==> config.mk <==
export PLATFORM = sky130hd
export DESIGN_NAME = puf_eval_ctrl
export DESIGN_NICKNAME = d
export VERILOG_FILES = /design/src/rtl/puf_eval_ctrl.sv
export SDC_FILE = /design/constraint.sdc
export NUM_CORES = 1
export LEC_CHECK = 0
export ABC_AREA = 1
export CAP_MARGIN = 40
export CORE_UTILIZATION = 40
export DETAILED_ROUTE_END_ITERATION = 6
export GPL_TIMING_DRIVEN = 0
export PLACE_DENSITY = 0.74
export SLEW_MARGIN = 20
export SYNTH_ARGS = -nofsm -noshare
export SYNTH_HDL_FRONTEND = slang
export SYNTH_SLANG_ARGS = --single-unit
==> constraint.sdc <==
create_clock -name clk -period 3.7 [get_ports clk]
set_clock_uncertainty 0.1 [all_clocks]
set_input_delay 0.37 -clock clk [delete_from_list [all_inputs] [get_ports clk]]
set_output_delay 0.37 -clock clk [all_outputs]
set_load 0.05 [all_outputs]
==> src/rtl/puf_eval_ctrl.sv <==
// puf_eval_ctrl: ring-oscillator PUF measurement sequencer and response packer
// Ports:
//   clk, reset            system clock, asynchronous active-high reset
//   i_start               request an evaluation (honoured only when idle)
//   i_base_chal           first challenge, latched on accept
//   i_window              measurement length in cycles, latched on accept (0 acts as 1)
//   i_ro_a, i_ro_b        selected oscillator outputs, asynchronous to clk
//   o_osc_en              oscillator enable for both banks
//   o_chal                current challenge to both mux selects
//   o_busy, o_done        evaluation in progress / one-cycle completion pulse
//   o_resp_valid          o_response holds a complete result
//   o_response            packed response, bit 0 belongs to the base challenge
//   o_tie                 some comparison of this evaluation was equal
//   o_cnt_a_last/_b_last  edge counts of the most recent comparison
module puf_eval_ctrl #(
    parameter int CHAL_W     = 5,
    parameter int CNT_W      = 16,
    parameter int WIN_W      = 16,
    parameter int RESP_BITS  = 8,
    parameter int SETTLE_CYC = 4
) (
    input  logic                 clk,
    input  logic                 reset,
    input  logic                 i_start,
    input  logic [CHAL_W-1:0]    i_base_chal,
    input  logic [WIN_W-1:0]     i_window,
    input  logic                 i_ro_a,
    input  logic                 i_ro_b,
    output logic                 o_osc_en,
    output logic [CHAL_W-1:0]    o_chal,
    output logic                 o_busy,
    output logic                 o_done,
    output logic                 o_resp_valid,
    output logic [RESP_BITS-1:0] o_response,
    output logic                 o_tie,
    output logic [CNT_W-1:0]     o_cnt_a_last,
    output logic [CNT_W-1:0]     o_cnt_b_last
);
    localparam int IDX_W = RESP_BITS > 1 ? $clog2(RESP_BITS) : 1;

    typedef enum logic [2:0] {S_IDLE, S_SETTLE, S_MEASURE, S_COMPARE, S_DONE} state_t;

    state_t                 r_state, w_next;
    logic [WIN_W-1:0]       r_win_m1, r_cyc;
    logic [IDX_W-1:0]       r_idx;
    logic [2:0]             r_sync_a, r_sync_b;
    logic [CNT_W-1:0]       r_cnt_a, r_cnt_b, r_cnt_a_last, r_cnt_b_last;
    logic [CHAL_W-1:0]      r_chal;
    logic [RESP_BITS-1:0]   r_response;
    logic                   r_tie, r_resp_valid;
    logic                   w_edge_a, w_edge_b, w_settle_end, w_meas_end, w_last, w_accept;

    // bits [1:0] form the synchronizer, bit 2 is the previous synchronized sample
    assign w_edge_a     = r_sync_a[1] & ~r_sync_a[2];
    assign w_edge_b     = r_sync_b[1] & ~r_sync_b[2];
    assign w_settle_end = r_cyc == WIN_W'(SETTLE_CYC - 1);
    assign w_meas_end   = r_cyc == r_win_m1;
    assign w_last       = r_idx == IDX_W'(RESP_BITS - 1);
    assign w_accept     = (r_state == S_IDLE) && i_start;

    assign o_chal       = r_chal;
    assign o_response   = r_response;
    assign o_tie        = r_tie;
    assign o_resp_valid = r_resp_valid;
    assign o_cnt_a_last = r_cnt_a_last;
    assign o_cnt_b_last = r_cnt_b_last;

    always_ff @(posedge clk or posedge reset) begin
        if (reset) r_state <= S_IDLE;
        else       r_state <= w_next;
    end

    always_comb begin
        w_next   = r_state;
        o_osc_en = 1'b0;
        o_done   = 1'b0;
        o_busy   = r_state != S_IDLE;
        case (r_state)
            S_IDLE:    w_next = i_start ? S_SETTLE : S_IDLE;
            S_SETTLE: begin
                o_osc_en = 1'b1;
                w_next   = w_settle_end ? S_MEASURE : S_SETTLE;
            end
            S_MEASURE: begin
                o_osc_en = 1'b1;
                w_next   = w_meas_end ? S_COMPARE : S_MEASURE;
            end
            S_COMPARE: w_next = w_last ? S_DONE : S_SETTLE;
            S_DONE: begin
                o_done = 1'b1;
                w_next = S_IDLE;
            end
            default:   w_next = S_IDLE;
        endcase
    end

    always_ff @(posedge clk or posedge reset) begin
        if (reset) begin
            r_sync_a     <= '0;
            r_sync_b     <= '0;
            r_cyc        <= '0;
            r_win_m1     <= '0;
            r_idx        <= '0;
            r_cnt_a      <= '0;
            r_cnt_b      <= '0;
            r_cnt_a_last <= '0;
            r_cnt_b_last <= '0;
            r_chal       <= '0;
            r_response   <= '0;
            r_tie        <= 1'b0;
            r_resp_valid <= 1'b0;
        end else begin
            r_sync_a <= {r_sync_a[1:0], i_ro_a};
            r_sync_b <= {r_sync_b[1:0], i_ro_b};
            // phase timer restarts on every state change
            r_cyc    <= (w_next != r_state) ? '0 : r_cyc + WIN_W'(1);
            if (r_state == S_SETTLE) begin
                r_cnt_a <= '0;
                r_cnt_b <= '0;
            end else if (r_state == S_MEASURE) begin
                r_cnt_a <= r_cnt_a + CNT_W'(w_edge_a & ~&r_cnt_a);
                r_cnt_b <= r_cnt_b + CNT_W'(w_edge_b & ~&r_cnt_b);
            end
            if (w_accept) begin
                r_chal       <= i_base_chal;
                r_win_m1     <= (i_window == '0) ? '0 : i_window - WIN_W'(1);
                r_response   <= '0;
                r_tie        <= 1'b0;
                r_resp_valid <= 1'b0;
                r_idx        <= '0;
            end
            if (r_state == S_COMPARE) begin
                r_response[r_idx] <= r_cnt_a > r_cnt_b;
                r_tie             <= r_tie | (r_cnt_a == r_cnt_b);
                r_cnt_a_last      <= r_cnt_a;
                r_cnt_b_last      <= r_cnt_b;
                if (w_last) begin
                    r_resp_valid <= 1'b1;
                end else begin
                    r_idx  <= r_idx + IDX_W'(1);
                    r_chal <= r_chal + CHAL_W'(1);
                end
            end
        end
    end
endmodule

==> run metrics <==
status finished clean; fillcell total 1465; Top Ports 76; total chip power 3.689 mW; post-synth net total 838; Register Area 0.003078 mm^2; most frequent cells in the layout nand2_1, dfrtp_1, nor2_1, inv_1, o21ai_0; number of synthesized flops with an enable pin 0; die width 128.5 um; Distinct cells, synth 38; vias 5568; die height 128.5 um; Max Fclk 0.3419 GHz; Die Footprint 0.01651 mm^2; Logic pwr share 12.8%; Seq/Total Area, Yosys 48.09%; Worst-path clk slew 0.06 ns; Crit. End Element output pin; pin count of the biggest net entering global routing 36; Worst Hold Class reg2reg; cells after synthesis 787; Clk Latency, worst-skew pair 0.42 ns; CTS tree yes; worst slew pin tran 0.7279 ns; max cap viols 0; Total GRT Usage 20.05%; post-detail-place hpwl 11.08 mm; sw frac 26.44%; share of cells above drive strength 1 7.358%; # diodes 0; root buffer cell clkbuf_16; critical path required time 3.23 ns; IO buf count 75; Initial Util 41.48%; vias in the first global route 5314; CTS Sinks 123; Site Rows 45; initial antenna violation count 0; DRT antenna net count 0; Post-CTS Setup Bufs 0; Final Hold Violating Endpoints 0; Core Area 0.01543 mm^2; cts repair resizes 0; main flop type after synthesis dfrtp_1; Yosys Warn Count 0; H-tree Lvls 4; Int Pwr 2.713 mW; first-pass GRT wire length 25.62 mm; CP startpoint kind flip-flop; clock network power share 46.6%; layout net count 935; slew margin rel. 51.37%; Flop pwr share 40.6%; DR DRC count 0; Lkg Pwr 3.716 nW; crit path kind reg2out; Worst Path Max Fanout 10; Syn Std Cell Area 0.006400 mm^2; Power Density 455.4 mW/mm^2; RSZ-0062 raised after global routing false; crit path time final 2.925 ns; drt total wl 15.00 mm; crit share post-route 79.06%; worst vdd ir 0.3490 mV; Avg Cell Area, Syn 8.132 um^2; WP data arrival 2.46 ns; Yosys reg bits 123; setup violators final 0; NetSw 0.9752 mW; cts hold-fix bufs 0; total CTS buffers 17; FFs w/ async S/R, synth 100.0%; DRT Pass-1 Iters 5; gr ovfl total 0; multi-input logic area 0.002897 mm^2; Via density 5.025; DRT iter0 DRCs 409; Sum Neg Setup Slack 0 ns; GPL Wtd Cong 0.8992; commonest non-fill, non-tap cell in the layout nand2_1; Pins Over Slew Limit 0; routed wire length per instance 13.54 um; clock buffer depth 2; Area Growth Syn to Fin 26.57%
## synthesized netlist by cell type, types with 13 or more instances
library cell | count | share of area (%)
clkbuf_1 | 14 | 0.82
nand3_1 | 41 | 3.2
nor3_1 | 25 | 2.0
ha_1 | 25 | 4.9
nor2_1 | 81 | 4.8
xor2_1 | 18 | 2.5
nand4_1 | 18 | 1.8
dfrtp_1 | 123 | 48
xnor2_1 | 13 | 1.8
o21ai_0 | 76 | 5.9
a21oi_1 | 26 | 2.0
inv_1 | 82 | 4.8
nand2_1 | 180 | 11
## layout make-up
type	instances	area share, %
buffer	21	1.158
tap	211	3.259
timing repair buffer	78	10.01
inverter	87	4.140
clock buffer	21	5.931
clock inverter	11	1.745
multi-input combinational	556	35.76
sequential	123	38.00
## critical path, cell delays in order (launching register included)
cell             delay, ns
dfrtp_1               0.42
inv_2                 0.13
nand3_1               0.23
nand2_1               0.16
buf_2                 0.25
clkdlybuf4s50_1       0.84
## through the flow
| step | hold WS, ns | area (um^2) | util (%) | std cells | setup WS, ns |
|---|---|---|---|---|---|
| 6_report | 0.2452 | 8100 | 52.51 | 1108 | 0.7749 |
| 4_1_cts | 0.2479 | 8100 | 52.51 | 1108 | 0.7535 |
| 5_1_grt | 0.2576 | 8100 | 52.51 | 1108 | 0.6378 |
| 2_1_floorplan | 0.2312 | 6404 | - | 787 | 1.547 |
| 3_5_place_dp | 0.2356 | 7478 | 48.48 | 1076 | 1.084 |
| 3_3_place_gp | 0.2319 | 7418 | 48.09 | 1073 | 0.5480 |
## metal layers
| metal | global-route usage [%] | wire length [um] | vias up | share of wire [%] |
|---|---|---|---|---|
| met1 | 26.08 | 6884 | 2571 | 46 |
| met2 | 32.24 | 6997 | 182 | 47 |
| met5 | 0 | 0 | - | 0 |
| met4 | 8.304 | 296 | 0 | 2.0 |
| li1 | - | - | 2789 | - |
| met3 | 4.615 | 821 | 26 | 5.5 |
## sequential cells by signal, indices dropped and copies added, names as in the netlist, 5 cells and up
signal	count
o_cnt_b_last	16
o_cnt_a_last	16
r_cnt_b	16
r_cyc	16
o_chal	5
r_win_m1	16
r_cnt_a	16
o_response	8
## final timing paths
kind | slack, ns | from | depth (start not counted) | to
min | 0.25 | r_sync_b[0] | 0 | r_sync_b[1]
min in group asynchronous | 0.31 | reset | 2 | r_sync_a[0]
max | 0.77 | r_state[2] | 5 | o_osc_en
min reg2reg | 0.25 | r_sync_b[0] | 0 | r_sync_b[1]
max in group asynchronous | 2.58 | reset | 3 | o_response[1]
max reg2reg | 1.07 | r_cnt_b[7] | 14 | r_cnt_b[12]
## cell families after synthesis
kind of cell	after synthesis	share of synthesized area, %
adders and majority gates	25	4.888
and+or+nand+nor	376	25.83
AOI/OAI and AO/OA	124	10.30
buffers and inverters	108	6.647
DFF	123	48.09
xor gates and xnor gates	31	4.242
## power groups by stage
stage	registers (mW)	logic, mW	clock network, mW
finish	1.50	0.474	1.72
global route	1.51	0.553	1.80
CTS	1.49	0.481	1.75
detailed placement	1.52	0.479	0
global placement	1.51	0.455	0
floorplan	1.49	0.334	0
(Power assumes the default switching activity.)
